[config.mk]
export PLATFORM = sky130hd
export DESIGN_NAME = shift_register
export DESIGN_NICKNAME = d
export VERILOG_FILES = /design/src/rtl/shift_register.sv
export SDC_FILE = /design/constraint.sdc
export NUM_CORES = 1
export LEC_CHECK = 0
export CORE_AREA = 4 4 41 43
export DETAILED_ROUTE_END_ITERATION = 16
export DIE_AREA = 0 0 45 47
export SLEW_MARGIN = 20
export SYNTH_ARGS = -nofsm -noshare
export SYNTH_HDL_FRONTEND = slang
export SYNTH_SLANG_ARGS = --single-unit
export TNS_END_PERCENT = 100
[constraint.sdc]
create_clock -name clk -period 2.95 [get_ports clk]
set_input_delay 0.7375 -clock clk [delete_from_list [all_inputs] [get_ports clk]]
set_output_delay 0.7375 -clock clk [all_outputs]
set_load 0.01 [all_outputs]
[src/rtl/shift_register.sv]
`default_nettype none
`timescale 1ns/1ps
// ============================================================================
// Module   : shift_register
// Brief    : Universal shift register (hold/load/shift/rotate/arith/clear)
//            with a flop-driven parallel output. Opcode 111 clears only when
//            SHIFT_REG_CLEAR_EN is defined, otherwise it holds.
// Revision : 1.0 - initial release
// ============================================================================
module shift_register #(
  parameter int WIDTH = 4
) (
  input  logic             clk,
  input  logic             reset,
  input  logic [2:0]       sel,
  input  logic [WIDTH-1:0] d_in,
  output logic [WIDTH-1:0] d_out
);

  localparam logic [2:0] c_OP_HOLD = 3'b000;
  localparam logic [2:0] c_OP_LOAD = 3'b001;
  localparam logic [2:0] c_OP_SRL  = 3'b010;
  localparam logic [2:0] c_OP_SLL  = 3'b011;
  localparam logic [2:0] c_OP_ROR  = 3'b100;
  localparam logic [2:0] c_OP_ROL  = 3'b101;
  localparam logic [2:0] c_OP_SRA  = 3'b110;
  localparam logic [2:0] c_OP_CLR  = 3'b111;

  logic [WIDTH-1:0] r_q_q;
  logic [WIDTH-1:0] w_q_d;

  always_comb begin
    w_q_d = r_q_q;
    case (sel)
      c_OP_HOLD: w_q_d = r_q_q;
      c_OP_LOAD: w_q_d = d_in;
      c_OP_SRL:  w_q_d = {d_in[WIDTH-1], r_q_q[WIDTH-1:1]};
      c_OP_SLL:  w_q_d = {r_q_q[WIDTH-2:0], d_in[0]};
      c_OP_ROR:  w_q_d = {r_q_q[0], r_q_q[WIDTH-1:1]};
      c_OP_ROL:  w_q_d = {r_q_q[WIDTH-2:0], r_q_q[WIDTH-1]};
      c_OP_SRA:  w_q_d = {r_q_q[WIDTH-1], r_q_q[WIDTH-1:1]};
`ifdef SHIFT_REG_CLEAR_EN
      c_OP_CLR:  w_q_d = '0;
`else
      // Without the clear feature, opcode 111 aliases hold.
      c_OP_CLR:  w_q_d = r_q_q;
`endif
      default:   w_q_d = r_q_q;
    endcase
  end

  always_ff @(posedge clk) begin
    if (reset) begin
      r_q_q <= '0;
    end else begin
      r_q_q <= w_q_d;
    end
  end

  assign d_out = r_q_q;

endmodule
`default_nettype wire

**Word level (Yosys, flattened, before mapping)**

Cells that the tools add are included.

- Register bits after elaboration: 4
- Logic and storage cells: 15
- Input port bits: 9
- Output and inout bits: 4

- Muxes and demuxes: 1
- Reductions and logical operators: 3
- Eq/ne operators: 7
- Bitwise logic cells: 2

Operators with widths:

| kind | number |
|---|---|
| one-hot mux 4 bit (6 select lines) | 1 |
| equality test 3 bit (second input constant) | 4 |
| equality test 3 x 2 -> 1 bit (second input constant) | 2 |
| equality test 3 x 1 -> 1 bit (second input constant) | 1 |
| zero test 3 bit | 1 |
| NOT 1 bit | 2 |
| AND reduction 2 bit | 1 |
| OR reduction 2 bit | 1 |

**Longest topological paths before layout**

Gate-level depths: netlist (run 1).

- Word-level depth: 4
- Mapped depth: 4
- Mapped depth without buffers: 3

**Worst setup path before layout (run 1)**

No wires, ideal clock.

- Kind: input-to-reg
- From: input sel[0]
- To: register r_q_q[3], in the netlist d_out[3]
- Data required time: 2823 ps
- Setup time: 127 ps
- Cell stages on the path: 4
- Path buffers: 1
- Path slack: 1375 ps
- Data arrival time: 1448 ps
- Cell sequence: buf_6 > or3_1 > a21oi_1 > a211oi_2

- Longest elaborated chain between the ends: 4
- Elaborated cells on any way between the ends: 13
- Those cells by class: eq/ne (7); mux (1); bitwise (2); reduce/logical (3)

Ends and longest elaborated chain:

| item | line | text |
|---|---|---|
| from (decl) | 15 | `input logic [2:0] sel,` |
| equality test 3 bit / zero test 3 bit (equally long branches) | 34 | `case (sel)` |
| OR reduction 2 bit (no line) | - |  |
| NOT 1 bit (no line) | - |  |
| AND reduction 2 bit (no line) | - |  |
| to (signal assigned) | 56 | `r_q_q <= w_q_d;` |
| to (decl) | 29 | `logic [WIDTH-1:0] r_q_q;` |

Parallel ways exist; a longest one is shown, timed or not.
A chain may end at the register's enable or synchronous reset.

**Worst setup path after layout (run 1)**

- From: input sel[2]
- To: register r_q_q[3], in the netlist d_out[3]

The elaborated chain is that of the path after synthesis.

==> run_results.csv, run 1 <==
group,metric,value,unit
run_status,outcome,"completed",
detailed_routing,drcViolationCount,0,
timing,fin_ws,1.01,ns
grt,first_global_vias,304,
timing,hold_violations,0,
min_path,hp-class,"register to register",
layout,diodes,0,
synth,synthCells,36,
cts,cts_buffers,3,
timing,clock_skew,0.00340,ns
die,row_count,13,
die,dieArea,2120,µm²
detailed_routing,routed_wl,770,µm
setup_path,end_kind,"register",
cts,clock-sinks,4,
cts,htreeDepth,1,
placement,port_buffers,12,
layout,drive_above_1_share,16.7,%
cts,cts_buffer_depth,2,
setup_path,crit_arrival,2.11,ns
layout,nFillCells,137,
die,core_area,1300,µm²
detailed_routing,ant_nets,0,
min_path,hold_depth,2,
cts,clock_latency,0.24,ns
synth,synth_nets,45,
layout,area_growth,41.7,%
timing,slew_violations,0,
grt,antenna_found_initial,0,
timing,fmax,0.514,GHz
timing,min_period,1.94,ns
die,io_pins,13,
detailed_routing,drtIter0Drc,1,
pwr,p_leak,0.000154,µW
placement,dpl_cell_area,424,µm²
timing,rsz0062_at_grt,"false",
layout,layout.nets,59,
grt,grt_usage,8.06,%
cts,postCtsHoldBufs,0,
cts,clkTransAtPathRegs,0.04,ns
timing,period_share,65.9,%
detailed_routing,firstDrtPassIters,2,
pwr,peakVddDrop,0.000159,V
synth,netlist_area,315,µm²
synth,yosysWarnings,0,
setup_path,cp_max_fo,13,
pwr,powerDensity,422,nW/µm²
layout,layout_commonest_cell,"clkdlybuf4s50_1",
cts,cts_resized,0,
grt,grt_start_max_net_pins,14,
grt,overflow,0,
timing,setup_violations,0,
cts,cts_tree,"done",
layout,stdcell_area,447,µm²
placement,place_congestion,0.734,
timing,maxSlewHeadroom,70.3,%
placement,dpl_worst_slack,0.762,ns
setup_path,required,3.11,ns
job,cap_viol_max_count,0,
die,die_w,45,µm
timing,fin_tns_setup,0,ns
setup_path,worstSetupPathType,"input pin to register",
synth,ys_ff_latch,4,
detailed_routing,detail_route.wl_per_cell,12.2,µm
layout,final_cell_mix,"clkdlybuf4s50_1 (12), a211oi_1 (4), dfxtp_1 (4)",
setup_path,rr_worst_depth,3,
setup_path,start_kind,"input pin",
detailed_routing,routed_via_density,5.11,
die,initial_utilization,24.2,%
cts,root_buffer,"clkbuf_4",
synth,ys_types,25,
synth,synth-seq-area-share,25.4,%
grt,grt_pass1_wl,1.19,mm
timing,worst_slew_pin_slew,0.444,ns
cts,post_cts.repair.setup_buffers,0,
die,die_h,47,µm
synth,syn_area_per_cell,8.76,µm²
detailed_routing,vias,322,
layout,largest_reg_flops,4,
-- synthesized netlist by cell type (all sizes together) --
master  n  share of area, %
xnor2   1               5.2
nor3b   1               2.4
o22ai   2               4.0
o21ai   2               3.2
o21bai  2               4.8
and3    1               2.0
a211oi  5                13
a211o   1               2.8
nor3    1               1.6
or3     1               2.0
nor2    2               3.2
nor4    1               2.0
nand2b  1               2.8
nand2   1               1.2
nand3   1               1.6
a21oi   2               3.2
or2     1               2.0
buf     3               9.5
o31a    1               3.2
dfxtp   4                25
o21a    2               4.8
-- logic make-up (layout without fill, tap and decap cells) --
family	Yosys count	after routing	synth area share, %
xor gates and xnor gates	1	1	5.16
DFF	4	4	25.4
buffers and inverters	3	15	9.52
AOI/OAI and AO/OA	17	17	39.3
and+or+nand+nor	11	11	20.6
-- metrics by stage --
stage,power (µW),hold slack [ns],util [%],instances
finish,189,0.571,34.3,63
global route,200,0.603,34.3,63
CTS,191,0.581,34.3,63
detailed placement,120,0.571,32.6,60
global placement,120,0.573,32.6,60
floorplan,97.1,0.555,-,36
-- path summary, 6_finish.rpt --
kind,startpoint,end,slack (ns)
setup / recovery,sel[2],d_out[3],1.01
setup reg to reg,d_out[0],d_out[3],1.93
hold reg to reg,d_out[0],d_out[0],0.57
hold / removal,d_out[0],d_out[0],0.57
-- critical path, stage by stage --
cell and delay [ns]:
clkdlybuf4s50_1 0.63, nor3b_1 0.25, a211o_1 0.29, a211oi_2 0.20
-- power breakdown --
| group | switching [µW] | internal [µW] |
|---|---|---|
| sequential | 5.92 | 59.3 |
| combinational | 22.5 | 31.3 |
| clock | 23.9 | 45.6 |
| total | 52.3 | 136 |
-- final cells by class --
cell class                 instances  area (µm²)  area share, %
clock buffer                       3        22.5           5.04
sequential                         4        80.1           17.9
timing repair buffer              12         120           26.9
multi-input combinational         29         205           45.9
tap                               15        18.8           4.20
-- metal layers --
layer / global-route usage, % / part of all wire [%]
met5: 0 / 0
met4: 7.02 / 2.5
met3: 2.68 / 7.7
met2: 12.7 / 43
met1: 8.66 / 47
No activity file was read; power rests on OpenSTA's default activity.
==> run 2, diff against run 1 <==
clock period = 2 ns   (was 2.95 ns; I/O delays follow)
==> run 2 against run 1 <==
  * Critical path depth is 3 lower
  * Sequential share of layout area decreased by 1.1 points
  * Sequential cell count unchanged
  * Largest cell class unchanged
==> run_results.csv, run 2 (synthesis results as in run 1) <==
group,metric,value,unit
setup_path,crit_path_end,"d_out[2]",
timing,worst_slew_pin_slew,0.269,ns
setup_path,crit_arrival,1.18,ns
timing,rsz0062_at_grt,"false",
detailed_routing,detail_route.wl_per_cell,11.4,µm
die,die_h,47,µm
setup_path,end_kind,"output pin",
setup_path,r2r-end,"d_out[3]",
min_path,hp-class,"register to register",
layout,area_growth,51.2,%
die,initial_utilization,24.2,%
placement,dpl_worst_slack,0.118,ns
timing,fmax,0.596,GHz
setup_path,r2r_slack,0.98,ns
layout,layout_commonest_cell,"clkdlybuf4s50_1",
cts,htreeDepth,1,
timing,setup_violations,0,
grt,antenna_found_initial,0,
cts,root_buffer,"clkbuf_4",
cts,clock-sinks,4,
timing,clock_skew,0.000903,ns
die,dieArea,2120,µm²
die,core_area,1300,µm²
cts,cts_buffer_depth,2,
grt,first_global_vias,302,
setup_path,critPathTopFamily,"buffers and inverters",
timing,hold_violations,0,
run_status,outcome,"completed",
setup_path,reg2reg_from,"d_out[0]",
pwr,peakVddDrop,0.000223,V
grt,grt_pass1_wl,1.27,mm
die,row_count,13,
grt,grt_start_max_net_pins,14,
layout,largest_reg_flops,4,
cts,post_cts.repair.setup_buffers,0,
pwr,p_leak,0.000173,µW
cts,cts_tree,"done",
grt,grt_usage,8.69,%
pwr,finalPower,278,µW
timing,period_share,83.8,%
layout,stdcell_area,477,µm²
timing,min_period,1.68,ns
layout,drive_above_1_share,23.1,%
timing,slew_violations,0,
timing,fin_tns_setup,0,ns
setup_path,path_cells,"clkdlybuf4s50_1",
placement,port_buffers,12,
placement,place_congestion,0.778,
placement,dp.final_hpwl,600,µm
setup_path,required,1.50,ns
detailed_routing,ant_nets,0,
cts,clkTransAtPathRegs,0.04,ns
setup_path,cp_num_buf_inv,1,
cts,cts_buffers,3,
setup_path,rr_worst_depth,3,
setup_path,slowest_delay,0.56,ns
detailed_routing,routed_wl,761,µm
die,die_w,45,µm
detailed_routing,firstDrtPassIters,3,
detailed_routing,vias,338,
placement,dpl_cell_area,454,µm²
cts,postCtsHoldBufs,0,
setup_path,start_kind,"register",
detailed_routing,drtIter0Drc,5,
timing,fin_ws,0.323,ns
layout,layout.nets,63,
job,cap_viol_max_count,0,
setup_path,worstSetupPathType,"register to output pin",
cts,cts_resized,0,
detailed_routing,routed_via_density,5.04,
layout,final_cell_mix,"clkdlybuf4s50_1 (12), a211oi_1 (4), dfxtp_1 (4), buf_4 (4), clkbuf_4 (3)",
timing,maxSlewHeadroom,82.0,%
grt,overflow,0,
setup_path,cp_max_fo,5,
layout,diodes,0,
die,io_pins,13,
setup_path,startpoint,"d_out[2]",
detailed_routing,drcViolationCount,0,
setup_path,critPathSlowestCell,"clkdlybuf4s50_1",
cts,clock_latency,0.23,ns
pwr,powerDensity,582,nW/µm²
setup_path,worst-path-stages,1,
run 2: cell types whose count changed in the layout (fill, tap and decap cells not counted), sizes merged:
cell,change
buf,+4
run 2: worst min-delay path: stages, from the launching register on:
cell and delay, ns:
dfxtp_1 0.33, a21oi_1 0.12, nor4_1 0.06
run 2: power breakdown:
group | total (µW) | switching, µW | internal (µW)
clock network | 96.2 | 29.4 | 66.9
logic | 85.5 | 34.1 | 51.4
registers | 95.9 | 8.28 | 87.6
run 2: worst min-delay path by stage:
stage / start / to / slack [ns] / depth (start not counted)
global placement: d_out[0] / d_out[0] / 0.57 / 2
detailed placement: d_out[0] / d_out[0] / 0.57 / 2
floorplan: d_out[0] / d_out[0] / 0.55 / 2
global route: d_out[0] / d_out[0] / 0.59 / 2
CTS: d_out[0] / d_out[0] / 0.57 / 2
finish: d_out[0] / d_out[0] / 0.56 / 2
run 2: metal layers:
layer | GRT usage, % | vias up | part of all wire [%]
li1 | - | 173 | -
met3 | 3.83 | 0 | 7.5
met2 | 12.7 | 7 | 48
met4 | 7.02 | 0 | 0
met5 | 0 | - | 0
met1 | 9.77 | 158 | 44
run 2: metrics by stage:
stage                     hold WS [ns]  utilization, %  cells
after floorplan                  0.555               -     36
after global placement           0.574            34.9     64
after detailed placement         0.567            34.9     64
after CTS                        0.572            36.6     67
after global routing             0.592            36.6     67
final                            0.563            36.6     67
run 2: area by class of cell:
type,instances,area [µm²]
multi-input cells,29,205
flip-flops and latches,4,80.1
fillers,147,825
repair buffers,16,150
clock buffers,3,22.5
well taps,15,18.8
==> run 3, diff against run 2 <==
clock period = 1.4 ns   (was 2 ns; I/O delays follow)
==> run 3 against run 2 <==
  * Register-to-register slack got worse by 0.62 ns
  * Worst setup slack worse by 0.23 ns
  * First-iteration DRC count decreased by 40%
  * Final cell count rose by 6.0%
  * Count of clock-buffer cells in the layout unchanged
  * Critical path type is now input pin to register
  * Hold slack better by 0.017 ns
  * Highest routed layer unchanged
  * Critical path depth increased by 3
  * Sequential power increased by 36%
  * Non-clock buffer count grew 4
  * Critical endpoint is now d_out[3]
  * Largest cell class unchanged
  * Sequential share of layout area down 0.76 points
  * Cell area grew 4.7%
  * Wire length grew 7.5%
==> run_results.csv, run 3 (synthesis results as in run 1) <==
group,metric,value,unit
placement,dp.final_hpwl,646,µm
grt,grt_pass1_wl,1.30,mm
pwr,p_comb_share,32.8,%
die,core_area,1300,µm²
timing,maxSlewHeadroom,86.0,%
cts,cts_buffer_depth,2,
min_path,hold_end,"d_out[3]",
job,cap_viol_max_count,0,
setup_path,crit_arrival,1.41,ns
pwr,power_frac_seq,32.1,%
layout,diodes,0,
grt,first_global_vias,324,
detailed_routing,drcViolationCount,0,
timing,clock_skew,0.00185,ns
die,initial_utilization,24.2,%
layout,layout_commonest_cell,"buf_4",
detailed_routing,firstDrtPassIters,2,
min_path,hold_start,"d_out[3]",
cts,clock_latency,0.23,ns
detailed_routing,ant_nets,0,
setup_path,rr_worst_depth,4,
cts,cts_buffers,3,
cts,clkTransAtPathRegs,0.04,ns
pwr,peakVddDrop,0.000363,V
grt,overflow,0,
timing,setup_violations,0,
die,io_pins,13,
cts,htreeDepth,1,
cts,postCtsHoldBufs,0,
setup_path,start_kind,"input pin",
die,dieArea,2120,µm²
timing,worst_slew_pin_slew,0.208,ns
setup_path,cp_max_fo,2,
setup_path,end_kind,"register",
detailed_routing,routed_via_density,4.92,
die,row_count,13,
grt,grt_usage,9.01,%
min_path,hold_depth,2,
timing,slew_violations,0,
timing,hold_violations,0,
layout,layout.nets,67,
setup_path,required,1.51,ns
min_path,hp-class,"register to register",
pwr,p_sw_share,27.1,%
cts,clock-sinks,4,
timing,fmax,0.767,GHz
layout,area_growth,58.3,%
layout,nFillCells,136,
detailed_routing,drtIter0Drc,3,
cts,cts_tree,"done",
setup_path,worstSetupPathType,"input pin to register",
layout,largest_reg_flops,4,
detailed_routing,routed_wl,818,µm
setup_path,r2r-end,"d_out[3]",
grt,antenna_found_initial,0,
pwr,clkPwrFrac,35.2,%
timing,period_share,93.1,%
placement,dp.cells,68,
pwr,p_sw,110,µW
placement,place_congestion,0.767,
die,die_h,47,µm
grt,grt_start_max_net_pins,10,
setup_path,reg2reg_from,"d_out[0]",
pwr,powerDensity,813,nW/µm²
layout,ff_latch_area,80.1,µm²
layout,final_cell_mix,"buf_4 (8), clkdlybuf4s50_1 (6), dlygate4sd2_1 (6)",
layout,drive_above_1_share,28.6,%
placement,port_buffers,12,
die,die_w,45,µm
pwr,p_leak,0.000210,µW
pwr,p_int,296,µW
timing,min_period,1.30,ns
layout,layout.cells.non_filler,71,
run_status,outcome,"completed",
detailed_routing,detail_route.wl_per_cell,11.5,µm
setup_path,r2r_slack,0.36,ns
timing,rsz0062_at_grt,"false",
timing,fin_tns_setup,0,ns
detailed_routing,vias,349,
layout,multi_input_area,205,µm²
cts,root_buffer,"clkbuf_4",
==> run 3: cell count changes in the layout (fill, tap and decap cells not counted), sizes merged <==
cell           delta
buf               +4
clkdlybuf4s50     -6
dlygate4sd2       +6
==> run 3: layer usage <==
layer	vias to the layer above	track usage (%)	wire length, µm
met5	-	0	0
met4	0	3.51	0
met3	0	6.13	55
met2	7	13.8	396
met1	161	9.79	365
li1	181	-	-
==> run 3: power groups by stage <==
| stage | Sequential (µW) | Clock, µW | Combinational [µW] |
|---|---|---|---|
| 2_1_floorplan | 141 | 0 | 63.6 |
| 3_3_place_gp | 133 | 0 | 143 |
| 3_5_place_dp | 133 | 0 | 142 |
| 4_1_cts | 131 | 152 | 135 |
| 5_1_grt | 131 | 170 | 145 |
| 6_report | 130 | 143 | 133 |
==> run 3: timing repair <==
item / CTS / global route
buffers inserted: 0 / 0
resized for setup: 6 / 0
setup endpoints to repair: 8 / 0
==> run 3: area by class of cell <==
class                   instances  area share, %
well taps                      15           3.76
multi-input cells              29           41.1
repair buffers                 20           34.6
clock buffers                   3           4.51
flip-flops and latches          4           16.0
==> run 3: how the worst max path moves through the flow <==
stage	start	endpoint	cells past startpoint
2_1_floorplan	sel[0]	d_out[3]	4
3_3_place_gp	sel[1]	d_out[2]	5
3_5_place_dp	sel[1]	d_out[2]	5
4_1_cts	sel[0]	d_out[3]	4
5_1_grt	sel[0]	d_out[0]	5
6_report	sel[0]	d_out[3]	4
==> run 3: per-stage QoR <==
| stage | worst slack, ns | area [µm²] | utilization, % | hold WS, ns | power, µW |
|---|---|---|---|---|---|
| 2_1_floorplan | 0.212 | 315 | - | 0.415 | 205 |
| 3_3_place_gp | -0.304 | 484 | 37.2 | 0.587 | 275 |
| 3_5_place_dp | -0.294 | 484 | 37.2 | 0.588 | 275 |
| 4_1_cts | 0.0902 | 499 | 38.4 | 0.591 | 417 |
| 5_1_grt | 0.0461 | 499 | 38.4 | 0.627 | 446 |
| 6_report | 0.0969 | 499 | 38.4 | 0.581 | 406 |
==> run 3: critical path, stage by stage <==
cell and delay (ns):
clkdlybuf4s50_1 0.42, or3_1 0.39, a21oi_1 0.18, a211oi_2 0.06
